<file path="config.mk">
export PLATFORM = sky130hd
export DESIGN_NAME = alarm_clock_multi
export DESIGN_NICKNAME = d
export VERILOG_FILES = /design/src/rtl/alarm_clock_multi.sv
export SDC_FILE = /design/constraint.sdc
export NUM_CORES = 1
export LEC_CHECK = 0
export ABC_AREA = 1
export BUFFER_PORTS_ARGS = -buffer_cell sky130_fd_sc_hd__buf_2
export CORE_AREA = 2 2 119 121
export DETAILED_ROUTE_END_ITERATION = 8
export DIE_AREA = 0 0 121 123
export HOLD_SLACK_MARGIN = 0.02
export PLACE_DENSITY = 0.79
export SYNTH_ARGS = -nofsm -noshare
export SYNTH_HDL_FRONTEND = slang
export SYNTH_SLANG_ARGS = --single-unit
</file>
<file path="constraint.sdc">
create_clock -name clk -period 5.5 [get_ports clk]
set_input_delay 0.825 -clock clk [delete_from_list [all_inputs] [get_ports clk]]
set_output_delay 0.825 -clock clk [all_outputs]
set_load 0.01 [all_outputs]
</file>
<file path="src/rtl/alarm_clock_multi.sv">
// 24-hour time-of-day clock with a 1 Hz prescaler and NUM_ALARMS programmable alarms with
// snooze, dismiss and buzzer auto-timeout. `define ALARM_CLOCK_12H_EN adds a 12-hour display view.
module alarm_clock_multi #(
  parameter int unsigned TICKS_PER_SEC = 100000000,
  parameter int unsigned NUM_ALARMS    = 4,
  parameter int unsigned BUZZ_SECS     = 60,
  parameter int unsigned SNOOZE_SECS   = 300
) (
  input  logic                                                  clk,
  input  logic                                                  reset,
  input  logic                                                  start,
  input  logic                                                  load_time,
  input  logic [4:0]                                            load_h,
  input  logic [5:0]                                            load_m,
  input  logic [5:0]                                            load_s,
  input  logic                                                  alarm_wr,
  input  logic [(NUM_ALARMS > 1 ? $clog2(NUM_ALARMS) : 1)-1:0]  alarm_idx,
  input  logic [4:0]                                            alarm_h,
  input  logic [5:0]                                            alarm_m,
  input  logic [5:0]                                            alarm_s,
  input  logic                                                  alarm_en,
  input  logic                                                  snooze,
  input  logic                                                  dismiss,
  output logic [4:0]                                            hours,
  output logic [5:0]                                            mins,
  output logic [5:0]                                            secs,
  output logic                                                  sec_pulse,
  output logic                                                  buzzer,
  output logic [(NUM_ALARMS > 1 ? $clog2(NUM_ALARMS) : 1)-1:0]  ring_idx,
`ifdef ALARM_CLOCK_12H_EN
  output logic [3:0]                                            disp_hours,
  output logic                                                  pm,
`endif
  output logic                                                  load_err
);

  localparam int unsigned IDXW    = (NUM_ALARMS > 1) ? $clog2(NUM_ALARMS) : 1;
  localparam int unsigned PW      = $clog2(TICKS_PER_SEC);
  localparam int unsigned CNT_MAX = (BUZZ_SECS > SNOOZE_SECS) ? BUZZ_SECS : SNOOZE_SECS;
  localparam int unsigned CW      = $clog2(CNT_MAX + 1);

  localparam logic [1:0] StIdle   = 2'd0;
  localparam logic [1:0] StRing   = 2'd1;
  localparam logic [1:0] StSnooze = 2'd2;

  logic [PW-1:0]   presc_q, presc_d;
  logic [4:0]      hours_q, hours_d;
  logic [5:0]      mins_q, mins_d;
  logic [5:0]      secs_q, secs_d;
  logic            sec_pulse_q;
  logic            load_err_q;
  logic [1:0]      state_q, state_d;
  logic [CW-1:0]   cnt_q, cnt_d;
  logic [IDXW-1:0] ring_idx_q, ring_idx_d;

  logic [4:0] slot_h_q  [NUM_ALARMS];
  logic [5:0] slot_m_q  [NUM_ALARMS];
  logic [5:0] slot_s_q  [NUM_ALARMS];
  logic       slot_en_q [NUM_ALARMS];

  logic       tick, inc, load_ok, alarm_ok, alarm_bad;
  logic [4:0] hours_inc;
  logic [5:0] mins_inc, secs_inc;
  logic       any_match;
  logic [IDXW-1:0] match_idx;

  // ---------------------------------------------------------------------------
  // Strobe qualification
  // ---------------------------------------------------------------------------
  assign tick      = start && (presc_q == PW'(TICKS_PER_SEC - 1));
  assign load_ok   = load_time && (load_h <= 5'd23) && (load_m <= 6'd59) && (load_s <= 6'd59);
  assign alarm_bad = (alarm_h > 5'd23) || (alarm_m > 6'd59) || (alarm_s > 6'd59) ||
                     (32'(alarm_idx) >= NUM_ALARMS);
  assign alarm_ok  = alarm_wr && !alarm_bad;
  // An accepted load swallows a coincident second increment.
  assign inc       = tick && !load_ok;

  // ---------------------------------------------------------------------------
  // Time of day
  // ---------------------------------------------------------------------------
  always_comb begin
    secs_inc  = secs_q + 6'd1;
    mins_inc  = mins_q;
    hours_inc = hours_q;
    if (secs_q == 6'd59) begin
      secs_inc = 6'd0;
      mins_inc = mins_q + 6'd1;
      if (mins_q == 6'd59) begin
        mins_inc  = 6'd0;
        hours_inc = (hours_q == 5'd23) ? 5'd0 : hours_q + 5'd1;
      end
    end
  end

  always_comb begin
    presc_d = presc_q;
    hours_d = hours_q;
    mins_d  = mins_q;
    secs_d  = secs_q;
    if (load_ok) begin
      presc_d = '0;
      hours_d = load_h;
      mins_d  = load_m;
      secs_d  = load_s;
    end else if (start) begin
      presc_d = tick ? '0 : presc_q + PW'(1);
      if (tick) begin
        hours_d = hours_inc;
        mins_d  = mins_inc;
        secs_d  = secs_inc;
      end
    end
  end

  // ---------------------------------------------------------------------------
  // Alarm compare against the time being entered on this edge; lowest index wins
  // ---------------------------------------------------------------------------
  always_comb begin
    any_match = 1'b0;
    match_idx = '0;
    for (int i = int'(NUM_ALARMS) - 1; i >= 0; i--) begin
      if (slot_en_q[i] && (slot_h_q[i] == hours_inc) && (slot_m_q[i] == mins_inc) &&
          (slot_s_q[i] == secs_inc)) begin
        any_match = 1'b1;
        match_idx = IDXW'(i);
      end
    end
  end

  // ---------------------------------------------------------------------------
  // Ring FSM; cnt counts second increments while ringing or snoozed
  // ---------------------------------------------------------------------------
  always_comb begin
    state_d    = state_q;
    cnt_d      = cnt_q;
    ring_idx_d = ring_idx_q;
    case (state_q)
      StIdle: begin
        if (inc && any_match) begin
          state_d    = StRing;
          cnt_d      = '0;
          ring_idx_d = match_idx;
        end
      end
      StRing: begin
        if (dismiss) begin
          state_d = StIdle;
        end else if (snooze) begin
          state_d = StSnooze;
          cnt_d   = '0;
        end else if (inc) begin
          if (cnt_q == CW'(BUZZ_SECS - 1)) state_d = StIdle;
          else                              cnt_d   = cnt_q + CW'(1);
        end
      end
      StSnooze: begin
        if (dismiss) begin
          state_d = StIdle;
        end else if (inc) begin
          if (cnt_q == CW'(SNOOZE_SECS - 1)) begin
            state_d = StRing;
            cnt_d   = '0;
          end else begin
            cnt_d = cnt_q + CW'(1);
          end
        end
      end
      default: begin
        state_d = StIdle;
        cnt_d   = '0;
      end
    endcase
  end

  // ---------------------------------------------------------------------------
  // State
  // ---------------------------------------------------------------------------
  always_ff @(posedge clk) begin
    if (reset) begin
      presc_q     <= '0;
      hours_q     <= '0;
      mins_q      <= '0;
      secs_q      <= '0;
      sec_pulse_q <= 1'b0;
      load_err_q  <= 1'b0;
      state_q     <= StIdle;
      cnt_q       <= '0;
      ring_idx_q  <= '0;
    end else begin
      presc_q     <= presc_d;
      hours_q     <= hours_d;
      mins_q      <= mins_d;
      secs_q      <= secs_d;
      sec_pulse_q <= inc;
      load_err_q  <= (load_time && !load_ok) || (alarm_wr && alarm_bad);
      state_q     <= state_d;
      cnt_q       <= cnt_d;
      ring_idx_q  <= ring_idx_d;
    end
  end

  always_ff @(posedge clk) begin
    if (reset) begin
      for (int i = 0; i < int'(NUM_ALARMS); i++) begin
        slot_h_q[i]  <= '0;
        slot_m_q[i]  <= '0;
        slot_s_q[i]  <= '0;
        slot_en_q[i] <= 1'b0;
      end
    end else if (alarm_ok) begin
      slot_h_q[alarm_idx]  <= alarm_h;
      slot_m_q[alarm_idx]  <= alarm_m;
      slot_s_q[alarm_idx]  <= alarm_s;
      slot_en_q[alarm_idx] <= alarm_en;
    end
  end

  // ---------------------------------------------------------------------------
  // Outputs
  // ---------------------------------------------------------------------------
  assign hours     = hours_q;
  assign mins      = mins_q;
  assign secs      = secs_q;
  assign sec_pulse = sec_pulse_q;
  assign buzzer    = (state_q == StRing);
  assign ring_idx  = ring_idx_q;
  assign load_err  = load_err_q;

`ifdef ALARM_CLOCK_12H_EN
  always_comb begin
    pm = (hours_q >= 5'd12);
    if (hours_q == 5'd0)       disp_hours = 4'd12;
    else if (hours_q <= 5'd12) disp_hours = 4'(hours_q);
    else                       disp_hours = 4'(hours_q - 5'd12);
  end
`endif

endmodule
</file>
==> results.txt <==
core area = 13600 sq um
antenna viol nets, final = 0
ys flop type = edfxtp_1
WL/cell = 16.0 um
CP top delay family = simple AND/OR/NAND/NOR gates
setup TNS = 0 ps
vias in the first global route = 6710
syn_nets = 1173
cell count along the critical path = 18
Post-synth EDFFs = 72
Cell Chain, Critical Path = ha_1 -> nand3_2 -> nor2_4 -> nand2_4 -> nand2_1 -> nand2_2 -> nand2_1 -> nand3_1 -> nor2_1 -> nand3_1 -> nor2_1 -> nor2_1 -> nand2_1 -> nand2_1 -> nand2_4 -> nand2_1 -> nor2_1 -> nor2_1
Inserted Diodes = 0
pwr/cell area = 305 nW/um^2
clock slew at reported path FFs = 60 ps
Hold-fix buffers, CTS = 0
Yosys reg bits = 131
share of layout cells above drive strength 1 = 0.119
Die Ht = 123 um
CTS tree = yes
Skew-Pair Late Insertion Delay = 430 ps
Fillers = 1169
Synth Warn # = 0
initial antenna violation count = 0
final hold violations = 0
CTS buffer count = 17
Worst Hold Slack = 459 ps
post-synthesis cell area = 7970 sq um
Routed WL = 22100 um
top cell type's share of synthesized area = 0.271
r2r worst-path depth = 18
crit end category = register
Die Width = 121 um
Layout Nets = 1240
setup bufs post-CTS = 0
unique cell type count in the Yosys netlist = 48
dpl hpwl = 16700 um
RSZ-0062 raised after global routing = false
Post-CTS Resized = 0
most frequent cells in the layout = 276 x nand2_1, 208 x nor2_1, 149 x inv_1
Max Freq = 285 MHz
Worst Clk Skew = 10.1 ps
Tmin final = 3510 ps
DRC viols = 0
max_cap viols = 0
vias per std cell = 5.61
Synth area leaders = edfxtp_1 27%, dfxtp_1 15%, nand2_1 13%, nor2_1 9.8%, inv_1 7.0%
Clock Sink Count = 131
Finished Layout Cells = 1380
crit path to = state_q[0]
Cells after Synth = 1120
Max Slew Vio Count = 0
Crit-path slowest cell = nor2_4
crit-path max FO = 23
CP Launch Point = secs[0]
Reg2Reg Launch Point = secs[0]
Crit path buffers/inverters = 0
hold crit path type = register to register
Rel. slew slack = 0.464
VDD IR max = 0.000271 V
Initial Utilization = 0.586
global route total overflow = 0
IO Port Bufs = 65
static leakage = 4.09 nW
Seq/Total Area, Yosys = 0.419
kind of critical path = register to register
Top Ports = 66
period utilization = 0.638
placed cells = 1348
Initial DRC Count = 1000
Pre-antenna DRT Iters = 5
R2R Setup Slk = 1990 ps
worst-margin pin slew = 802 ps
routed vias = 7747
area growth from synthesis to layout = 12.9%
routability cong. = 1.03
WP data required = 5820 ps
die area = 14900 sq um
Post-synth ARST share = 0
Root Buffer = clkbuf_16
CP max stage delay = 520 ps
Rows = 43
terminus of the critical flop-to-flop path = state_q[0]
gr usage total = 0.308
most common cell after layout, fill and taps aside = nand2_1
syn_area_per_cell = 7.12 sq um
WP data arrival = 3840 ps
setup violators final = 0
largest net degree at the start of global routing = 24
wire length of the first global-routing pass = 34700 um
Setup crit start kind = register
top cell type by total area after synthesis = edfxtp_1
outcome = finished, final reports clean
CTS max path bufs = 2
H-tree depth = 4
[area by class of cell]
class / instances / area, sq um / area share
Clock buffer: 21 / 460 / 0.0512
Clock inverter: 11 / 104 / 0.0115
Inverter: 155 / 582 / 0.0646
Multi-Input combinational cell: 814 / 3940 / 0.438
Sequential cell: 131 / 3340 / 0.371
Tap cell: 180 / 225 / 0.0250
Timing Repair Buffer: 68 / 348 / 0.0386
[metrics by stage]
stage / instance area (sq um) / util / power (mW) / setup slack, ps
3_5_place_dp: 8440 / 0.620 / 1.67 / 1690
5_1_grt: 9000 / 0.661 / 2.87 / 1690
6_report: 9000 / 0.661 / 2.75 / 1990
4_1_cts: 9000 / 0.661 / 2.74 / 2080
3_3_place_gp: 8440 / 0.620 / 1.66 / 1840
2_1_floorplan: 7970 / - / 1.54 / 2140
[cells by family (layout without fill, tap and decap cells)]
group / Yosys count / in the layout / synth area share
XOR/XNOR: 17 / 17 / 0.0187
AND/OR/NAND/NOR: 689 / 689 / 0.387
flip-flops: 131 / 131 / 0.419
AO/OA/AOI/OAI: 99 / 99 / 0.0735
buffers and inverters: 175 / 255 / 0.0871
adder cells (fa/ha/maj): 9 / 9 / 0.0141
[worst min-delay path by stage]
stage / from / endpoint / slack [ps] / cells past startpoint
2_1_floorplan: presc_q[18] / presc_q[18] / 460 / 1
6_report: ring_idx[1] / ring_idx[1] / 460 / 2
5_1_grt: ring_idx[1] / ring_idx[1] / 480 / 2
3_5_place_dp: ring_idx[1] / ring_idx[1] / 450 / 2
3_3_place_gp: ring_idx[1] / ring_idx[1] / 450 / 2
4_1_cts: ring_idx[1] / ring_idx[1] / 460 / 2
[state kept, by name, indices dropped and copies added, names as in the netlist]
signal,cells
load_err,1
presc_q,27
slot_en_q,4
cnt_q,9
slot_s_q,24
state_q,2
hours,5
slot_m_q,24
mins,6
ring_idx,2
slot_h_q,20
sec_pulse,1
secs,6
[cells in the mapped netlist (all sizes together) (16+ instances only)]
| cell | number |
|---|---|
| nor2 | 210 |
| nand2 | 293 |
| nor3 | 16 |
| a21oi | 38 |
| dfxtp | 59 |
| nand3b | 19 |
| nand3 | 100 |
| nand4 | 36 |
| inv | 154 |
| o21ai | 32 |
| edfxtp | 72 |
[routing by layer]
metal / GRT usage / up-vias / share of wire / routed length [um]
met5: 0 / - / 0 / 0
met4: 0.147 / 0 / 0.038 / 833
met2: 0.452 / 403 / 0.42 / 9310
li1: - / 3803 / - / -
met1: 0.438 / 3482 / 0.44 / 9800
met3: 0.0627 / 59 / 0.098 / 2170
[worst register-to-register path, cell delays in order (launching register included)]
cell and delay (ps):
dfxtp_1 420, ha_1 320, nand3_2 140, nor2_4 520, nand2_4 320, nand2_1 290
nand2_2 170, nand2_1 120, nand3_1 70, nor2_1 90, nand3_1 70, nor2_1 110
nor2_1 80, nand2_1 70, nand2_1 80, nand2_4 220, nand2_1 150, nor2_1 120
nor2_1 50
[report_power, final]
group	leakage, nW	total (mW)	switching [mW]	internal (mW)
Sequential	1.18	1.18	0.0680	1.11
Clock	0.262	1.08	0.435	0.645
Combinational	2.65	0.487	0.323	0.164
Total	4.09	2.75	0.825	1.92
Power figures use the tool's default switching activity.
